### src/rtl/store_byte_serializer_if.sv
// Store request and byte-beat bus between the MEM-stage store path and a
// byte-wide data-memory write port.
interface store_byte_serializer_if #(
  parameter int DATA_W = 64,
  parameter int LANE_W = 8,
  parameter int ADDR_W = 64
);
  // Request side
  logic              in_valid;
  logic              in_ready;
  logic [DATA_W-1:0] in_data;
  logic [ADDR_W-1:0] in_addr;
  logic [1:0]        in_size;
  // Beat side
  logic              out_valid;
  logic              out_ready;
  logic [LANE_W-1:0] out_data;
  logic [ADDR_W-1:0] out_addr;
  logic              out_last;
  // Status
  logic              busy;

  // The store-path / memory-port side
  modport master (
    output in_valid, in_data, in_addr, in_size, out_ready,
    input  in_ready, out_valid, out_data, out_addr, out_last, busy
  );

  // The serializer
  modport slave (
    input  in_valid, in_data, in_addr, in_size, out_ready,
    output in_ready, out_valid, out_data, out_addr, out_last, busy
  );
endinterface

### src/rtl/store_byte_serializer.sv
// Store byte serializer: accepts a register value plus access size and emits
// the low 1/2/4/8 bytes one per beat, little-endian, at ascending addresses.
// Bytes above the access size are never emitted (truncation).
// DATA_W must be a multiple of LANE_W.
module store_byte_serializer #(
  parameter int DATA_W = 64,
  parameter int LANE_W = 8,
  parameter int ADDR_W = 64
) (
  input  logic                    clk,
  input  logic                    reset_n,
  store_byte_serializer_if.slave  bus
);

  localparam int unsigned NBEATS = DATA_W / LANE_W;
  localparam int          IDX_W  = (NBEATS > 1) ? $clog2(NBEATS) : 1;

  typedef enum logic {
    IDLE = 1'b0,
    SEND = 1'b1
  } state_e;

  state_e            state_q, state_d;
  logic [DATA_W-1:0] shreg_q, shreg_d;
  logic [ADDR_W-1:0] base_q,  base_d;
  logic [IDX_W-1:0]  idx_q,   idx_d;
  logic [IDX_W-1:0]  last_q,  last_d;
  logic              in_send;
  logic              is_last;

  // Index of the final beat for a given size code (beats = 1 << size),
  // clamped to the number of lanes the data word actually holds.
  function automatic logic [IDX_W-1:0] last_index(input logic [1:0] size);
    int unsigned n;
    n = 32'd1 << size;
    if (n > NBEATS) n = NBEATS;
    return IDX_W'(n - 1);
  endfunction

  assign in_send = (state_q == SEND);
  assign is_last = (idx_q == last_q);

  // Next-state logic: latch a request in IDLE, shift out one lane per accepted beat in SEND
  always_comb begin
    state_d = state_q;
    shreg_d = shreg_q;
    base_d  = base_q;
    idx_d   = idx_q;
    last_d  = last_q;
    unique case (state_q)
      IDLE: begin
        if (bus.in_valid) begin
          shreg_d = bus.in_data;
          base_d  = bus.in_addr;
          idx_d   = '0;
          last_d  = last_index(bus.in_size);
          state_d = SEND;
        end
      end
      SEND: begin
        if (bus.out_ready) begin
          shreg_d = shreg_q >> LANE_W;
          idx_d   = idx_q + IDX_W'(1);
          // Always pass through IDLE after the last beat, so no same-cycle re-accept
          if (is_last) state_d = IDLE;
        end
      end
      default: state_d = IDLE;
    endcase
  end

  // State and datapath registers, cleared asynchronously
  always_ff @(posedge clk or negedge reset_n) begin
    if (!reset_n) begin
      state_q <= IDLE;
      shreg_q <= '0;
      base_q  <= '0;
      idx_q   <= '0;
      last_q  <= '0;
    end else begin
      state_q <= state_d;
      shreg_q <= shreg_d;
      base_q  <= base_d;
      idx_q   <= idx_d;
      last_q  <= last_d;
    end
  end

  // Outputs are pure functions of the registers, so they hold steady during a stall.
  // Beat fields are forced to zero outside SEND; the address adder wraps modulo 2^ADDR_W.
  assign bus.in_ready  = !in_send;
  assign bus.out_valid = in_send;
  assign bus.busy      = in_send;
  assign bus.out_data  = in_send ? shreg_q[LANE_W-1:0] : '0;
  assign bus.out_addr  = in_send ? (base_q + ADDR_W'(idx_q)) : '0;
  assign bus.out_last  = in_send && is_last;

endmodule

### src/flat_wrapper.sv
// flat-port wrapper written by rule: the top's interface ports become plain ports
module store_byte_serializer_flat 
#(
  parameter int DATA_W = 64,
  parameter int LANE_W = 8,
  parameter int ADDR_W = 64
)
  (clk, reset_n, bus_in_valid, bus_in_data, bus_in_addr, bus_in_size, bus_out_ready, bus_in_ready, bus_out_valid, bus_out_data, bus_out_addr, bus_out_last, bus_busy);
  store_byte_serializer_if #(.DATA_W(DATA_W), .LANE_W(LANE_W), .ADDR_W(ADDR_W)) bus_i ();
  input  logic clk;
  input  logic reset_n;
  input wire logic [$bits(bus_i.in_valid)-1:0] bus_in_valid;
  input wire logic [$bits(bus_i.in_data)-1:0] bus_in_data;
  input wire logic [$bits(bus_i.in_addr)-1:0] bus_in_addr;
  input wire logic [$bits(bus_i.in_size)-1:0] bus_in_size;
  input wire logic [$bits(bus_i.out_ready)-1:0] bus_out_ready;
  output wire logic [$bits(bus_i.in_ready)-1:0] bus_in_ready;
  output wire logic [$bits(bus_i.out_valid)-1:0] bus_out_valid;
  output wire logic [$bits(bus_i.out_data)-1:0] bus_out_data;
  output wire logic [$bits(bus_i.out_addr)-1:0] bus_out_addr;
  output wire logic [$bits(bus_i.out_last)-1:0] bus_out_last;
  output wire logic [$bits(bus_i.busy)-1:0] bus_busy;
  assign bus_i.in_valid = bus_in_valid;
  assign bus_i.in_data = bus_in_data;
  assign bus_i.in_addr = bus_in_addr;
  assign bus_i.in_size = bus_in_size;
  assign bus_i.out_ready = bus_out_ready;
  assign bus_in_ready = bus_i.in_ready;
  assign bus_out_valid = bus_i.out_valid;
  assign bus_out_data = bus_i.out_data;
  assign bus_out_addr = bus_i.out_addr;
  assign bus_out_last = bus_i.out_last;
  assign bus_busy = bus_i.busy;
  store_byte_serializer #(.DATA_W(DATA_W), .LANE_W(LANE_W), .ADDR_W(ADDR_W)) u_core (.clk(clk), .reset_n(reset_n), .bus(bus_i));
endmodule
### config.mk
export PLATFORM = sky130hd
export DESIGN_NAME = store_byte_serializer_flat
export DESIGN_NICKNAME = d
export VERILOG_FILES = /design/src/rtl/store_byte_serializer_if.sv /design/src/rtl/store_byte_serializer.sv /design/src/flat_wrapper.sv
export SDC_FILE = /design/constraint.sdc
export NUM_CORES = 1
export LEC_CHECK = 0
export CAP_MARGIN = 20
export CORE_MARGIN = 2
export CORE_UTILIZATION = 44
export CTS_CLUSTER_SIZE = 12
export DETAILED_ROUTE_END_ITERATION = 12
export PLACE_DENSITY_LB_ADDON = 0.12
export SLEW_MARGIN = 20
export SYNTH_ARGS = -nofsm -noshare
export SYNTH_HDL_FRONTEND = slang
export SYNTH_SLANG_ARGS = --single-unit
### constraint.sdc
create_clock -name clk -period 3 [get_ports clk]
set_input_delay 0.75 -clock clk [delete_from_list [all_inputs] [get_ports clk]]
set_output_delay 0.75 -clock clk [all_outputs]
set_load 0.03 [all_outputs]
-- Word level (Yosys, flattened, before mapping)
Index checks and enable logic that the tools add are counted.
- latch bits: 0
- output and inout bits: 76
- bits in writable memories: 0
- bits in read-only memories: 0
- logic and storage cells: 33
- register bits: 135
- memories: 0
- eq/ne operators: 3
- mux-type cells: 15
- add/sub/neg operators: 3
- reductions and logical operators: 4
- div/mod/pow operators: 0
- magnitude comparators: 1
- multiply operators: 0
- bitwise logic cells: 1
- shifts and indexed selects: 1
- operator list (kind ; number):
    64-bit two-way mux ; 3
    64-bit one-hot mux with 2 select lines ; 1
    64-bit by 3-bit adder with 64-bit output ; 1
    32-bit by 4-bit greater-than comparator with 1-bit output, second input constant ; 1
    1-bit by 2-bit left shift with 32-bit output, first input constant ; 1
    3-bit two-way mux ; 5
    8-bit two-way mux ; 1
    3-bit one-hot mux with 2 select lines ; 1
    2-bit inequality test, second input constant ; 2
    2-bit AND reduction ; 2
    3-bit by 1-bit adder with 3-bit output, second input constant ; 1
    3-bit equality test ; 1
    1-bit two-way mux ; 3
    3-bit by 1-bit subtractor with 3-bit output, second input constant ; 1
    1-bit one-hot mux with 2 select lines ; 1
    1-bit logical AND ; 1
    1-bit logical NOT ; 1
    1-bit NOT ; 1

-- Longest topological paths before layout
- word-level depth: 6
- mapped depth: 9
- mapped depth without buffers: 8

-- Worst setup path after synthesis
No wires, ideal clock.
- path kind: register to output
- from: reg u_core.idx_q[0]
- to: out bus_out_addr[36]
- arrival: 2.831 ns
- cell stages (with the launch flop): 10
- slack: -0.581 ns
- data required time: 2.250 ns
- path through: dfrtp_1 -> ha_1 -> inv_1 -> fa_1 -> nor2b_1 -> o2111ai_4 -> or2_1 -> buf_6 -> or4_1 -> a21oi_1
- cells in the longest elaborated chain, start to end: 2
- ends and longest elaborated chain (element ; RTL line ; text):
    start, declared ; store_byte_serializer.sv:26 ; logic [IDX_W-1:0] idx_q, idx_d;
    start signal, assigned ; store_byte_serializer.sv:84 ; idx_q <= idx_d;
    64-bit by 3-bit adder with 64-bit output ; store_byte_serializer.sv:95 ; assign bus.out_addr = in_send ? (base_q + ADDR_W'(idx_q)) : '0;
    64-bit two-way mux ; store_byte_serializer.sv:95 ;
    end, declared ; flat_wrapper.sv:20 ; output wire logic [$bits(bus_i.out_addr)-1:0] bus_out_addr;
Every way passes these cells.

-- Worst setup path after layout
- from: reg u_core.base_q[0]
- to: out bus_out_addr[62]
- cells in the longest elaborated chain, start to end: 2
- ends and longest elaborated chain (element ; RTL line ; text):
    start, declared ; store_byte_serializer.sv:25 ; logic [ADDR_W-1:0] base_q, base_d;
    start signal, assigned ; store_byte_serializer.sv:83 ; base_q <= base_d;
    64-bit by 3-bit adder with 64-bit output ; store_byte_serializer.sv:95 ;
    64-bit two-way mux ; store_byte_serializer.sv:95 ;
Every way passes these cells.

==> results.md <==
* CTS Hold Bufs at 0
* Register share of total power at 0.270
* Met1 WL at between 9000 and 10000 um
* Logic gate share of total power at 0.566
* Most common cell in the netlist: dfrtp_1
* CTS Buf Count at 17
* Detail Route Antenna Nets at 0
* Top cells by area, synth: dfrtp_1 (46%), mux2_2 (9.3%), mux2i_1 (7.8%), o21ai_0 (6.0%), nand2_1 (4.4%)
* PortBufs at about 210
* Clock sinks at ~140
* DR WL met2 at 10400 um
* Via count at 6720
* Core Box Area at between 15000 and 20000 sq um
* Delay of the slowest critical-path stage at about 410 ps
* Maximum clock path buffer count at 2
* Die W at 133 um
* Fin. Hold Viols at 0
* Clock power share at 0.164
* Synthesized instance count at approximately 750
* Crit-path max FO at 8
* Layout Skew at approximately 7.7 ps
* GRT Overall Usage at 0.246
* Synth top area share at 0.459
* Period minus WS final at around 3600 ps
* H-Tree Depth at 4
* Fmax achieved at ~0.28 GHz
* Multi-input combinational cell area at approximately 4300 sq um
* Inserted Diodes at 0
* Top Ports at 210
* Data arrival, critical path at 2800 ps
* Post-layout util at 0.690
* FFs w/ async S/R, synth at 1.00
* Layout cells sized above 1 at 0.319
* RSZ-0062 raised after global routing: yes
* Worst min path class: primary input to asynchronous set/reset pin
* Mapped cell area at about 7400 sq um
* Worst-path cell chain: ha_2, inv_2, fa_2, nor2b_4, o2111ai_4, or2_4, or3_1, a21oi_4, buf_6
* Die ar. at 17800 sq um
* DR WL met3 at between 1000 and 1500 um
* GPL Wtd Cong at 0.873
* Pleak at 4.99 nW
* DR iter-0 viols at about 420
* Crit-path leading delay family: simple AND/OR/NAND/NOR gates
* Crit-path slowest cell: or3_1
* Synth warn at 0
* Final Cell Area at 11400 sq um
* WL/cell at roughly 17 um
* Die Y at 133 um
* Crit Path Class: flip-flop to output port
* FP Rows at between 40 and 50
* Sequential-to-total area share from yosys stat at 0.459
* Synthesized flop and latch total at between 100 and 150
* Synth top cells by count: dfrtp_1 (135), o21ai_0 (88), nand2_1 (86), mux2_2 (61), mux2i_1 (57)
* Status: finished, violations left
* Setup crit start kind: flip-flop
* Sw Share at 0.437
* Min Hold Slack at 290 ps
* Number of fillers in the final layout at around 1.2k
* Max Slew Vio Count at 0
* CTS tree: done
* Maximum vdd drop at 1.23 mV
* Largest net degree at the start of global routing at roughly 120
* Pwr/cell area at roughly 1100 nW/um^2
* Remaining DRCs at 0
* Total gr overflow at 0
* Final WL at approximately 22000 um
* Starting Density at 0.447
* Register area at roughly 3400 sq um
* Slack of the critical path at -553 ps
* Antenna violations before repair at 0
* Top layer in use: met4
* Vias/cell at 5.42
* Post-synth cell types at 46
* Final setup vio count at 57
* Max_cap viols at 0
* Vias in the first global route at 6908
* Hpwl dp at 14900 um
* Overall power at approximately 13 mW
* Failing checks: negative setup slack
* Worst-margin pin slew at between 500 and 600 ps
* Net load switching power at 5.49 mW
* First-pass DRT Iterations at 4
* Post-synth EDFFs at 0
* Period Utilization, post-route at 1.18
* Syn_nets at 888
* Syn Area/Cell at 9.83 sq um
* Critical path buffer and inverter count at 2
* Main synth FF type: dfrtp_1
* Setup TNS at -18970 ps
* CP endpoint kind: output port
* Skew-Pair Late Insertion Delay at around 420 ps
* Required time of the critical path at ~2300 ps
* Clk slew on worst S/H paths at ~60 ps
* Root Driver: clkbuf_16
* Max_slew headroom at 0.639
* First-pass GRT wire length at about 35000 um
* Area after DPL at between 10000 and 15000 sq um
* Largest area contributor in the netlist: dfrtp_1
* P&R area growth vs syn at 54.3%
* Int Pwr at approximately 7.1 mW
* Final Net Count at about 1.1k
## path summary, 6_finish.rpt
path	from	endpoint	slack (ps)	cells after the start
worst max register to register	u_core.bus.busy	u_core.shreg_q[23]	830	6
max in group asynchronous	reset_n	u_core.base_q[47]	1890	2
worst max-delay path	u_core.base_q[0]	bus_out_addr[62]	-550	9
worst min-delay path	reset_n	u_core.shreg_q[49]	290	1
worst min register to register	u_core.shreg_q[43]	u_core.shreg_q[43]	480	2
min in group clk	u_core.shreg_q[43]	u_core.shreg_q[43]	480	2
## metrics by stage
step                std cells  setup WS, ps
floorplan                 749          -117
global placement         1192          -117
detailed placement       1192          -163
CTS                      1237          -544
global route             1240          -662
finish                   1240          -553
## power groups by stage
stage / Sequential, mW / Clock, mW / Combinational [mW]
6_report: 3.40 / 2.06 / 7.11
3_3_place_gp: 3.31 / 0 / 6.58
2_1_floorplan: 3.24 / 0 / 4.24
5_1_grt: 3.51 / 2.18 / 7.63
3_5_place_dp: 3.37 / 0 / 6.71
4_1_cts: 3.35 / 2.09 / 7.05
## timing repair
action,CTS,global route
pin swaps,40,15
resized for setup,81,40
hold endpoints to repair,0,0
setup buffers,10,5
endpoints found under the setup margin,56,62
gates cloned,3,0
## cell families (layout without fill, tap and decap cells)
logic type,after synthesis,in the layout,share of synthesized area
AOI/OAI and AO/OA,148,148,0.113
adders and majority gates,5,5,0.00952
DFF,135,135,0.459
muxes,118,118,0.171
buffers and inverters,55,325,0.0304
and+or+nand+nor,256,257,0.179
xor gates and xnor gates,32,32,0.0381
## routing by layer
| metal | GRT usage | up-vias |
|---|---|---|
| met5 | 0 | - |
| met4 | 0.0798 | 0 |
| met3 | 0.0590 | 32 |
| met2 | 0.407 | 233 |
| met1 | 0.320 | 3238 |
| li1 | - | 3217 |
## worst register-to-register path, cell delays in order (launching register included)
cell and delay, ps:
dfrtp_4 440, buf_12 330, buf_4 420, nor2b_4 110
a21oi_4 150, buf_12 370, o21ai_0 220
## layout make-up
class	instances	share of cell area
multi-input combinational	560	0.379
sequential	135	0.298
timing repair buffer	284	0.245
clock buffer	18	0.0387
tap	220	0.0242
clock inverter	14	0.0123
inverter	9	0.00319
## state kept, by name (all words and copies together) (netlist names)
signal and cells:
u_core.base_q 64, u_core.shreg_q 64, u_core.idx_q 3, u_core.last_q 3
u_core.bus.busy 1
## cell usage in the layout (no fill, tap or decap), drive strengths merged, types with 19 or more instances in the layout
cell	n
clkdlybuf4s50	144
a21oi	37
mux2i	57
nor2	36
o21ai	88
or3	24
nand2	86
mux2	61
buf	137
clkbuf	19
nand3	25
nand4	20
dfrtp	135
(Power assumes the default switching activity.)
